### config.mk
export PLATFORM = sky130hd
export DESIGN_NAME = data_pack
export DESIGN_NICKNAME = d
export VERILOG_FILES = /design/src/rtl/data_pack.sv
export SDC_FILE = /design/constraint.sdc
export NUM_CORES = 1
export LEC_CHECK = 0
export BUFFER_PORTS_ARGS = -buffer_cell sky130_fd_sc_hd__buf_2
export CORE_ASPECT_RATIO = 1.5
export CORE_MARGIN = 2
export CORE_UTILIZATION = 50
export CTS_CLUSTER_SIZE = 12
export DETAILED_ROUTE_END_ITERATION = 16
export GPL_TIMING_DRIVEN = 0
export HOLD_SLACK_MARGIN = 0.12
export PLACE_DENSITY_LB_ADDON = 0.15
export RECOVER_POWER = 50
export SYNTH_ARGS = -nofsm -noshare
export SYNTH_HDL_FRONTEND = slang
export SYNTH_SLANG_ARGS = --single-unit
### constraint.sdc
create_clock -name clk -period 3.85 [get_ports clk]
set_clock_uncertainty 0.15 [all_clocks]
set_input_delay 0.385 -clock clk [delete_from_list [all_inputs] [get_ports clk]]
set_output_delay 0.385 -clock clk [all_outputs]
set_load 0.005 [all_outputs]
### src/rtl/data_pack.sv
// data_pack: repacks a stream of 7-bit values into LSB-first 32-bit words with sop/eop,
// buffered in a small output FIFO with a ready/valid handshake.
// Optional feature macro DATA_PACK_VALID_BITS_EN adds bits_out, the count of meaningful
// bits in the head word.
module data_pack #(
    parameter int unsigned FIFO_DEPTH = 4
) (
    input  logic        clk,
    input  logic        rst,
    input  logic        valid_in,
    input  logic [6:0]  data_in,
    input  logic        sop_in,
    input  logic        eop_in,
    input  logic        ready_in,
    output logic        valid_out,
    output logic [31:0] data_out,
    output logic        sop_out,
    output logic        eop_out,
    output logic        overflow,
`ifdef DATA_PACK_VALID_BITS_EN
    output logic [5:0]  bits_out,
`endif
    output logic        proto_err
);

    localparam int unsigned AW = $clog2(FIFO_DEPTH);

    typedef enum logic {IDLE, PACK} state_t;

    state_t      state;
    logic [37:0] acc;
    logic [5:0]  cnt;
    logic        first;

    logic        tail_valid;
    logic [31:0] tail_data;
    logic        tail_sop;
`ifdef DATA_PACK_VALID_BITS_EN
    logic [5:0]  tail_bits;
`endif

    logic        restart;
    logic        active;
    logic        close_pkt;
    logic [37:0] base_acc;
    logic [37:0] ins_acc;
    logic [5:0]  base_cnt;
    logic [5:0]  total;
    logic        base_first;
    logic        word_push;

    // Beat decode: a restart (sop) starts from an empty accumulator, then the value is inserted.
    always_comb begin
        restart    = valid_in & sop_in & ((state == IDLE) | ~eop_in);
        active     = valid_in & ((state == PACK) | sop_in);
        close_pkt  = active & eop_in;
        base_acc   = restart ? '0 : acc;
        base_cnt   = restart ? '0 : cnt;
        base_first = restart | first;
        ins_acc    = base_acc | ({31'd0, data_in} << base_cnt);
        total      = base_cnt + 6'd7;
        // A close with exactly 32 bits leaves the whole word for the tail.
        word_push  = active & (close_pkt ? (total > 6'd32) : (total >= 6'd32));
    end

    // Packing FSM, accumulator and tail register.
    always_ff @(posedge clk) begin
        if (rst) begin
            state      <= IDLE;
            acc        <= '0;
            cnt        <= '0;
            first      <= 1'b1;
            tail_valid <= 1'b0;
            tail_data  <= '0;
            tail_sop   <= 1'b0;
`ifdef DATA_PACK_VALID_BITS_EN
            tail_bits  <= '0;
`endif
            proto_err  <= 1'b0;
        end else begin
            tail_valid <= 1'b0;
            if (valid_in & sop_in & ~eop_in & (state == PACK)) begin
                proto_err <= 1'b1;
            end
            if (close_pkt) begin
                tail_valid <= 1'b1;
                if (total > 6'd32) begin
                    tail_data <= {26'd0, ins_acc[37:32]};
                    tail_sop  <= 1'b0;
`ifdef DATA_PACK_VALID_BITS_EN
                    tail_bits <= total - 6'd32;
`endif
                end else begin
                    tail_data <= ins_acc[31:0];
                    tail_sop  <= base_first;
`ifdef DATA_PACK_VALID_BITS_EN
                    tail_bits <= total;
`endif
                end
                acc   <= '0;
                cnt   <= '0;
                first <= 1'b1;
                state <= ((state == PACK) & sop_in) ? PACK : IDLE;
            end else if (active) begin
                state <= PACK;
                if (word_push) begin
                    acc   <= ins_acc >> 32;
                    cnt   <= total - 6'd32;
                    first <= 1'b0;
                end else begin
                    acc   <= ins_acc;
                    cnt   <= total;
                    first <= base_first;
                end
            end
        end
    end

    logic [AW:0] wr_ptr;
    logic [AW:0] rd_ptr;
    logic [31:0] mem_data [FIFO_DEPTH];
    logic        mem_sop  [FIFO_DEPTH];
    logic        mem_eop  [FIFO_DEPTH];
`ifdef DATA_PACK_VALID_BITS_EN
    logic [5:0]  mem_bits [FIFO_DEPTH];
    logic [5:0]  push_bits;
`endif
    logic        empty;
    logic        full;
    logic        pop;
    logic        push_req;
    logic        do_push;
    logic [31:0] push_data;
    logic        push_sop;
    logic        push_eop;

    // FIFO control; the tail and a full word never compete for the same cycle.
    always_comb begin
        empty     = (wr_ptr == rd_ptr);
        full      = (wr_ptr[AW] != rd_ptr[AW]) && (wr_ptr[AW-1:0] == rd_ptr[AW-1:0]);
        pop       = ~empty & ready_in;
        push_req  = tail_valid | word_push;
        do_push   = push_req & (~full | pop);
        push_data = tail_valid ? tail_data : ins_acc[31:0];
        push_sop  = tail_valid ? tail_sop : base_first;
        push_eop  = tail_valid;
`ifdef DATA_PACK_VALID_BITS_EN
        push_bits = tail_valid ? tail_bits : 6'd32;
`endif
    end

    // FIFO pointers and sticky overflow.
    always_ff @(posedge clk) begin
        if (rst) begin
            wr_ptr   <= '0;
            rd_ptr   <= '0;
            overflow <= 1'b0;
        end else begin
            if (do_push) wr_ptr <= wr_ptr + 1'b1;
            if (pop) rd_ptr <= rd_ptr + 1'b1;
            if (push_req & full & ~pop) overflow <= 1'b1;
        end
    end

    // FIFO storage; contents are don't-care until written.
    always_ff @(posedge clk) begin
        if (do_push) begin
            mem_data[wr_ptr[AW-1:0]] <= push_data;
            mem_sop[wr_ptr[AW-1:0]]  <= push_sop;
            mem_eop[wr_ptr[AW-1:0]]  <= push_eop;
`ifdef DATA_PACK_VALID_BITS_EN
            mem_bits[wr_ptr[AW-1:0]] <= push_bits;
`endif
        end
    end

    // Head presentation; forced to zero while empty.
    always_comb begin
        valid_out = ~empty;
        data_out  = empty ? '0 : mem_data[rd_ptr[AW-1:0]];
        sop_out   = empty ? 1'b0 : mem_sop[rd_ptr[AW-1:0]];
        eop_out   = empty ? 1'b0 : mem_eop[rd_ptr[AW-1:0]];
`ifdef DATA_PACK_VALID_BITS_EN
        bits_out  = empty ? '0 : mem_bits[rd_ptr[AW-1:0]];
`endif
    end

endmodule
---- Yosys cells after proc, flatten, opt, wreduce, memory -nomap -nowiden ----
Memory sizes are Yosys's and may differ from the RTL's. A register that Yosys moved wholly into a read port is not among the register bits.
Cells that the tools add are included.
word-level totals
  register bits ........................... 88
  bits in writable memories ............... 136
  bits of input ports ..................... 13
  output and inout bits ................... 37
  memories ................................ 3
memory list
  memory    words  bits a word  rd ports  clocked after memory_dff  write ports  RTL line  text
  mem_data  4      32           1         1                         1            121       logic [31:0] mem_data [FIFO_DEPTH];
  mem_eop   4      1            1         1                         1            123       logic mem_eop [FIFO_DEPTH];
  mem_sop   4      1            1         1                         1            122       logic mem_sop [FIFO_DEPTH];
cells by class
  add/sub/neg operators ................... 4
  $lt $le $gt $ge ......................... 2
  equal/unequal tests ..................... 3
  shift-type cells ........................ 1
  muxes and demuxes ....................... 25
  bitwise gates (word level) .............. 23
  reduce and logical (&&, ||, !) cells .... 3
operators by type and width
  kind                                                           number
  32-bit two-way mux                                             3
  38-bit two-way mux                                             2
  38-bit OR                                                      1
  7-bit by 6-bit << shifter with 38-bit output                   1
  1-bit AND                                                      12
  1-bit two-way mux                                              12
  2-bit two-way mux                                              6
  6-bit two-way mux                                              2
  3-bit by 1-bit adder with 3-bit output, second input constant  2
  6-bit by 3-bit adder with 6-bit output, second input constant  1
  6-bit greater-or-equal comparator, second input constant       1
  6-bit > comparator, second input constant                      1
  6-bit subtractor, second input constant                        1
  1-bit NOT                                                      5
  1-bit OR                                                       5
  3-bit equality test                                            1
  2-bit equality test                                            1
  2-bit nonzero test                                             1
  2-bit OR reduction                                             1
  1-bit logical AND                                              1
  1-bit != test                                                  1

---- Depth between registers and ports, before layout ----
Gate-level depths: netlist (run 1).
  word-level depth ........................ 12
  gate-level depth with buffers ........... 9
  gate-level depth less buffers ........... 6

---- Least setup slack after synthesis (run 1) ----
Ideal clock, no wire load.
  kind .................................... reg-to-reg
  start point ............................. register cnt[0]
  end point ............................... memory mem_data[3][0], enable pin
  arrival time ............................ 2.438 ns
  data required time ...................... 3.305 ns
  slack ................................... 0.867 ns
  cell stages (with the launch flop) ...... 7
  buffers on the path ..................... 1
  period minus slack after synthesis ...... 2.983 ns
  path through ............................ dfxtp_1 buf_2 o311ai_4 xnor2_2 nand4_1 a21oi_2 and2_1
on the way
  word-level cells in the longest chain between the ends .. 9
  elaborated cells between the ends (all ways) .. 10
  those cells by class .................... add/sub (1); order compare (2); mux (4); bitwise (3)
RTL lines
  element                                                                  RTL line  text
  start: declaration                                                       32        logic [5:0] cnt;
  start signal: assignment                                                 108       cnt <= total - 6'd32;
  start signal: assignment                                                 112       cnt <= total;
  6-bit two-way mux *                                                      58        base_cnt = restart ? '0 : cnt;
  6-bit by 3-bit adder with 6-bit output *                                 61        total = base_cnt + 6'd7;
  6-bit greater-or-equal comparator or 6-bit > comparator (tied branches)  63        word_push = active & (close_pkt ? (total > 6'd32) : (total >= 6'd32));
  1-bit two-way mux *                                                      63
  1-bit AND *                                                              63
  1-bit OR *                                                               142       push_req = tail_valid | word_push;
  1-bit AND *                                                              143       do_push = push_req & (~full | pop);
  1-bit two-way mux *                                                      167       if (do_push) begin
  1-bit two-way mux (implied by the code) *                                168       mem_data[wr_ptr[AW-1:0]] <= push_data;
  end: declaration                                                         121
Mark *: on every way between the ends. The rest lies on a longest branch, timed or not.

---- Final worst setup path (run 1) ----
  start point ............................. input port sop_in
  end point ............................... register tail_data[29]
on the way
  word-level cells in the longest chain between the ends .. 6
  elaborated cells between the ends (all ways) .. 12
  those cells by class .................... add/sub (1); order compare (1); shift (1); mux (3); bitwise (6)
RTL lines
  element                                                                                                 RTL line  text
  start: declaration                                                                                      12        input logic sop_in,
  1-bit AND (2 in series)                                                                                 54        restart = valid_in & sop_in & ((state == IDLE) | ~eop_in);
  6-bit two-way mux                                                                                       58
  6-bit by 3-bit adder with 6-bit output or 7-bit by 6-bit << shifter with 38-bit output (tied branches)  61, 60
  6-bit > comparator or 38-bit OR (tied branches)                                                         87, 60
  32-bit two-way mux                                                                                      87        if (total > 6'd32) begin
  end signal: assignment                                                                                  88        tail_data <= {26'd0, ins_acc[37:32]};
  end signal: assignment                                                                                  94        tail_data <= ins_acc[31:0];
  end: declaration                                                                                        36        logic [31:0] tail_data;
Parallel ways exist; a longest one is shown, timed or not.
A chain may end at the register's enable or synchronous reset.

==> results of run 1 <==
==> layer usage <==
layer / share of wire [%] / global-route usage [%] / wire length [µm]
met5: 0 / 0 / 0
met4: 6.0 / 13.95 / 1686
met2: 49 / 44.42 / 13870
met1: 40 / 32.31 / 11200
met3: 4.6 / 2.545 / 1276
==> worst min-delay path, cell delays in order <==
cell,delay (ps)
buf_2,130
o211ai_1,140
nor2_1,120
==> sequential cells by signal, indices dropped and copies added, names as in the netlist, 3 cells and up, named ones only <==
| register | cells |
|---|---|
| mem_data | 128 |
| acc | 38 |
| tail_data | 32 |
| cnt | 6 |
| mem_eop | 4 |
| mem_sop | 4 |
| rd_ptr | 3 |
| wr_ptr | 3 |
==> per-stage QoR <==
| stage | TNS, ps | cell area [µm²] | std cells | util [%] | total power [µW] |
|---|---|---|---|---|---|
| 2_1_floorplan | 0 | 10230 | 849 | - | 2990 |
| 6_report | 0 | 11570 | 1213 | 57.13 | 5218 |
| 3_5_place_dp | 0 | 10900 | 1166 | 53.78 | 3181 |
| 3_3_place_gp | -52640 | 10810 | 1162 | 53.36 | 3180 |
| 4_1_cts | 0 | 11650 | 1213 | 57.49 | 5256 |
| 5_1_grt | 0 | 11570 | 1213 | 57.13 | 5383 |
==> cell families after synthesis <==
logic type                 Yosys count  synth area share, %
muxes                               58                9.939
AOI/OAI and AO/OA                  230                16.11
buffers and inverters               81                3.350
adders and majority gates            5               0.6112
xor gates and xnor gates             8               0.7580
and+or+nand+nor                    241                11.72
DFF                                226                57.51
==> repair_timing <==
| action | CTS | global route |
|---|---|---|
| endpoints found under the setup margin | 0 | 0 |
| hold buffers | 5 | 0 |
| hold endpoints to repair | 6 | 0 |
==> area by class of cell <==
type / instances / area, µm² / area share (%)
clock inverter: 3 / 46.29 / 0.4000
clock buffer: 39 / 655.6 / 5.665
inverter: 19 / 71.32 / 0.6162
multi-input combinational: 542 / 3949 / 34.12
buffer: 62 / 264.0 / 2.281
tap: 264 / 330.3 / 2.854
sequential: 226 / 5886 / 50.85
timing repair buffer: 58 / 371.6 / 3.211
==> synthesized netlist by cell type, types with 3 or more instances <==
library cell  count
edfxtp_1        136
dfxtp_1          90
nand2_1          73
a21oi_1          44
o21ai_0          44
nor2_1           43
and2_1           42
clkbuf_1         36
mux4_2           34
a22o_1           25
buf_2            22
o31ai_1          20
inv_1            18
a22oi_1          17
and3_1           16
nand3_1          16
mux2i_1          15
nor2b_1          11
a31oi_1          10
nor3_1           10
mux2_2            9
o211ai_1          9
o22ai_1           8
a221oi_1          6
nand2b_1          6
ha_1              5
a221o_1           4
nand4_1           4
nor4_1            4
o221ai_1          4
xnor2_1           4
o21a_1            3
o21ai_1           3
o32ai_1           3
xor2_1            3
==> final timing paths <==
check	startpoint	endpoint	slack (ps)	depth (start not counted)
hold / removal	valid_in	push_eop$_SDFF_PP0_	190	3
hold reg to reg	tail_data[19]$_SDFFE_PP0P_	tail_data[19]$_SDFFE_PP0P_	290	2
setup reg to reg	cnt[2]$_SDFFE_PP0P_	tail_data[29]$_SDFFE_PP0P_	280	7
setup / recovery	sop_in	tail_data[29]$_SDFFE_PP0P_	220	10
==> power groups by stage <==
stage / sequential (µW) / clock (µW) / combinational [µW]
2_1_floorplan: 2660 / 0 / 332
3_3_place_gp: 2660 / 0 / 518
3_5_place_dp: 2660 / 0 / 519
4_1_cts: 2610 / 2120 / 525
5_1_grt: 2610 / 2210 / 560
6_report: 2610 / 2090 / 520
==> metrics.yaml, run 1 <==
drc: 0
synthesis.nets: 867
tritoncts: "done"
period_share_pct: 94.37
critPathTopFamily: "buffers and inverters"
post_cts_resized: 0
final_nets: 950
die-area_um2: 21650
timing.final.ws_setup_ps: 216.9
synthArstFlopShare_pct: 0
hold_viol_final: 0
critPathKind: "in -> reg"
place.gp.congestion: 1.047
crit_buf_inv: 5
maxSlewViolCount: 8
pwr-share-clk_pct: 40.0
critPathSlowestCell: "a21boi_1"
ios: 50
ys.flop_type: "edfxtp_1"
finalCriticalPeriod_ps: 3633
cellLeakagePower_uw: 0.004112
synth_top_cell_by_area: "edfxtp_1"
required_ps: 4120
grt_pass1_vias: 7172
gr-total-overflow: 0
dp_hpwl_mm: 20.21
drt-initial-drc-count: 526
grt_max_degree: 33
synth_edf_count: 136
root_buffer: "clkbuf_16"
vdd_ir_drop_max_mv: 0.3748
cts_made_buffers: 23
cp.arrival_ps: 3900
cts_max_level: 1
n_fill_cell: 1747
drive_above_1_share_pct: 15.17
via_per_inst: 6.162
start_kind: "input port"
cpPeakStageDelay_ps: 940
max_freq_mhz: 275.2
synth_top_area_share_pct: 39.90
grt_pass1_wl_mm: 42.54
clock_latency_ps: 500
yosysSeqAreaShare_pct: 57.51
chipHeight_um: 179.2
synth_cell_type_count: 74
cts_max_path_buffers: 3
path_cells: "dlygate4sd3_1 > clkbuf_1 > nand2_1 > or2_1 > buf_2 > clkbuf_1 > buf_2 > a21boi_1 > nand2_1 > o31ai_1"
pre_cts_ws_ps: 506.0
setup-violations-final: 0
syn2layout_area_growth_pct: 13.08
seqPwrFrac_pct: 50.0
synth_area_leaders: "edfxtp_1, dfxtp_1, mux4_2"
power.share.combinational_pct: 10.0
n_antenna_cell: 0
rsz0062_at_grt: "no"
drt_first_pass_iters: 6
yosysWarnings: 0
synthCells: 849
die_x_um: 120.8
hp-class: "in -> reg"
grt_usage_pct: 25.92
powerDensity_nw_per_um2: 450.8
start_util_pct: 50.52
p_int_uw: 3995
final_cell_mix: "edfxtp_1, dfxtp_1, nand2_1"
p_switching_uw: 1223
slew_headroom_pct: -10.78
final_common_cell: "edfxtp_1"
cts_setup_buffers: 0
max_cap_violations: 1
swShare_pct: 23.43
drt-total-wl_mm: 28.03
avgSynthCellArea_um2: 12.06
whs_ps: 187.7
cp_max_fo: 10
post_drt_wl_per_cell_um: 23.11
vias: 7474
core_um2: 20260
portBuffers: 49
clock-sinks: 226
tightest_slew_ps: 1651
end_kind: "flip-flop"
antenna_found_initial: 0
synth_seq_cells: 226
cts.clk_slew.worst_paths_ps: 60
outcome: "finished with violations"
synth_area_um2: 10230
fp-row-count: 64
ant_nets: 0
violations: "max-capacitance violations, max-slew violations"
Power figures use the tool's default switching activity.
==> run 2, diff against run 1 <==
--- a/config.mk
+++ b/config.mk
@@ -5,12 +5,12 @@
 export SDC_FILE = /design/constraint.sdc
 export NUM_CORES = 1
 export LEC_CHECK = 0
-export BUFFER_PORTS_ARGS = -buffer_cell sky130_fd_sc_hd__buf_2
 export CORE_ASPECT_RATIO = 1.5
 export CORE_MARGIN = 2
 export CORE_UTILIZATION = 50
 export CTS_CLUSTER_SIZE = 12
 export DETAILED_ROUTE_END_ITERATION = 16
+export DONT_BUFFER_PORTS = 1
 export GPL_TIMING_DRIVEN = 0
 export HOLD_SLACK_MARGIN = 0.12
 export PLACE_DENSITY_LB_ADDON = 0.15
==> metrics.yaml, run 2 (synthesis results as in run 1) <==
outcome: "complete, no violations"
critPathKind: "reg -> reg"
fin_util_pct: 55.90
setup-violations-final: 0
tightest_slew_ps: 1362
critPathSlowestCell: "o31ai_2"
drt_first_pass_iters: 5
final_cell_mix: "edfxtp_1, dfxtp_1, nand2_1"
critPathMostFrequentCell: "clkbuf_1"
largest_reg_flops: 128
core_um2: 20260
grt_pass1_wl_mm: 45.48
finalCriticalPeriod_ps: 3576
ios: 50
cts_made_buffers: 23
cp.arrival_ps: 3780
reg2reg_slack_ps: 270
cts_max_path_buffers: 3
wl_met2_mm: 14.88
power_uw: 5117
crit_buf_inv: 2
pre_cts_ws_ps: 572.6
post_cts_resized: 0
hold_viol_final: 0
place.gp.congestion: 0.9948
die-area_um2: 21650
cts.clk_slew.worst_paths_ps: 60
ant_nets: 0
hp-class: "in -> reg"
vias: 7326
grt_usage_pct: 28.08
fp-row-count: 64
antenna_found_initial: 0
highest_layer: "met4"
cts_setup_buffers: 0
final_area_um2: 11330
max_cap_violations: 0
required_ps: 4060
powerDensity_nw_per_um2: 451.8
drt-total-wl_mm: 29.79
drt-met1-wl_mm: 11.74
final_common_cell: "edfxtp_1"
slew_headroom_pct: 8.593
tns_ps: 0
grt_pass1_vias: 7526
clock-sinks: 226
n_fill_cell: 1762
timing.final.ws_setup_ps: 273.9
clock_latency_ps: 500
cts_hold_buffers: 10
period_share_pct: 92.89
syn2layout_area_growth_pct: 10.66
chipHeight_um: 179.2
start_kind: "flip-flop"
drive_above_1_share_pct: 10.19
path_cells: "clkbuf_1 > o311ai_0 > xor2_1 > o31ai_2 > nor2_1 > clkbuf_1 > a22oi_1 > o31ai_1"
rsz0062_at_grt: "no"
cpPeakStageDelay_ps: 780
start_util_pct: 50.52
wl_met3_mm: 1.483
drt-initial-drc-count: 674
root_buffer: "clkbuf_16"
critPathTopFamily: "compound AO/OA/AOI/OAI gates"
tritoncts: "done"
n_antenna_cell: 0
final_nets: 906
end_kind: "flip-flop"
die_x_um: 120.8
gr-total-overflow: 0
max_freq_mhz: 279.6
portBuffers: 0
maxSlewViolCount: 0
via_per_inst: 6.278
cp_max_fo: 10
post_drt_wl_per_cell_um: 25.53
vdd_ir_drop_max_mv: 0.3500
place_area_um2: 10650
cts_max_level: 1
drc: 0
grt_max_degree: 34
cellLeakagePower_uw: 0.003849
dp_hpwl_mm: 21.62
run 2: changes by cell type in the layout (fill, tap and decap cells not counted), sizes merged:
cell and delta:
buf -49, bufinv -1, clkbuf -1, clkinv +2, clkinvlp -1, dlygate4sd3 +5, inv -1
run 2: per-layer routing:
metal / vias up / global-route usage, %
met2: 245 / 48.82
met4: 0 / 14.73
met5: - / 0
met3: 74 / 3.308
met1: 3691 / 34.15
li1: 3316 / -
run 2: area by class of cell:
| cell class | instances | area [µm²] | area share, % |
|---|---|---|---|
| sequential | 226 | 5886 | 51.97 |
| multi-input combinational | 542 | 3945 | 34.83 |
| clock buffer | 38 | 641.9 | 5.667 |
| tap | 264 | 330.3 | 2.916 |
| buffer | 62 | 257.7 | 2.276 |
| timing repair buffer | 14 | 180.2 | 1.591 |
| inverter | 19 | 71.32 | 0.6297 |
| clock inverter | 2 | 13.76 | 0.1215 |
run 2: per-stage QoR:
step                      hold slack (ps)  instances
after floorplan                     261.6        849
after global placement              281.5       1113
after detailed placement            286.4       1117
final                               118.6       1167
after global routing                155.6       1167
after CTS                           122.0       1167
run 2: power breakdown:
part	internal, µW	switching, µW	leakage [µW]
combinational	158	346	0.00149
clock	1130	870	0.000315
sequential	2590	16.1	0.00204
run 2: path summary, 6_finish.rpt:
check,depth (start not counted),to,startpoint
worst min register to register,2,tail_data[19]$_SDFFE_PP0P_,tail_data[19]$_SDFFE_PP0P_
worst max register to register,8,tail_data[30]$_SDFFE_PP0P_,cnt[0]$_SDFFE_PP0P_
worst min-delay path,2,wr_ptr[1]$_SDFFE_PP0P_,rst
worst max-delay path,8,tail_data[30]$_SDFFE_PP0P_,cnt[0]$_SDFFE_PP0P_
run 2: worst reg2reg max path, stage by stage (launching register included):
cell      delay, ps
dfxtp_1         300
clkbuf_1        230
o311ai_0        660
xor2_1          260
o31ai_2         780
nor2_1          380
clkbuf_1        340
a22oi_1         230
o31ai_1         100
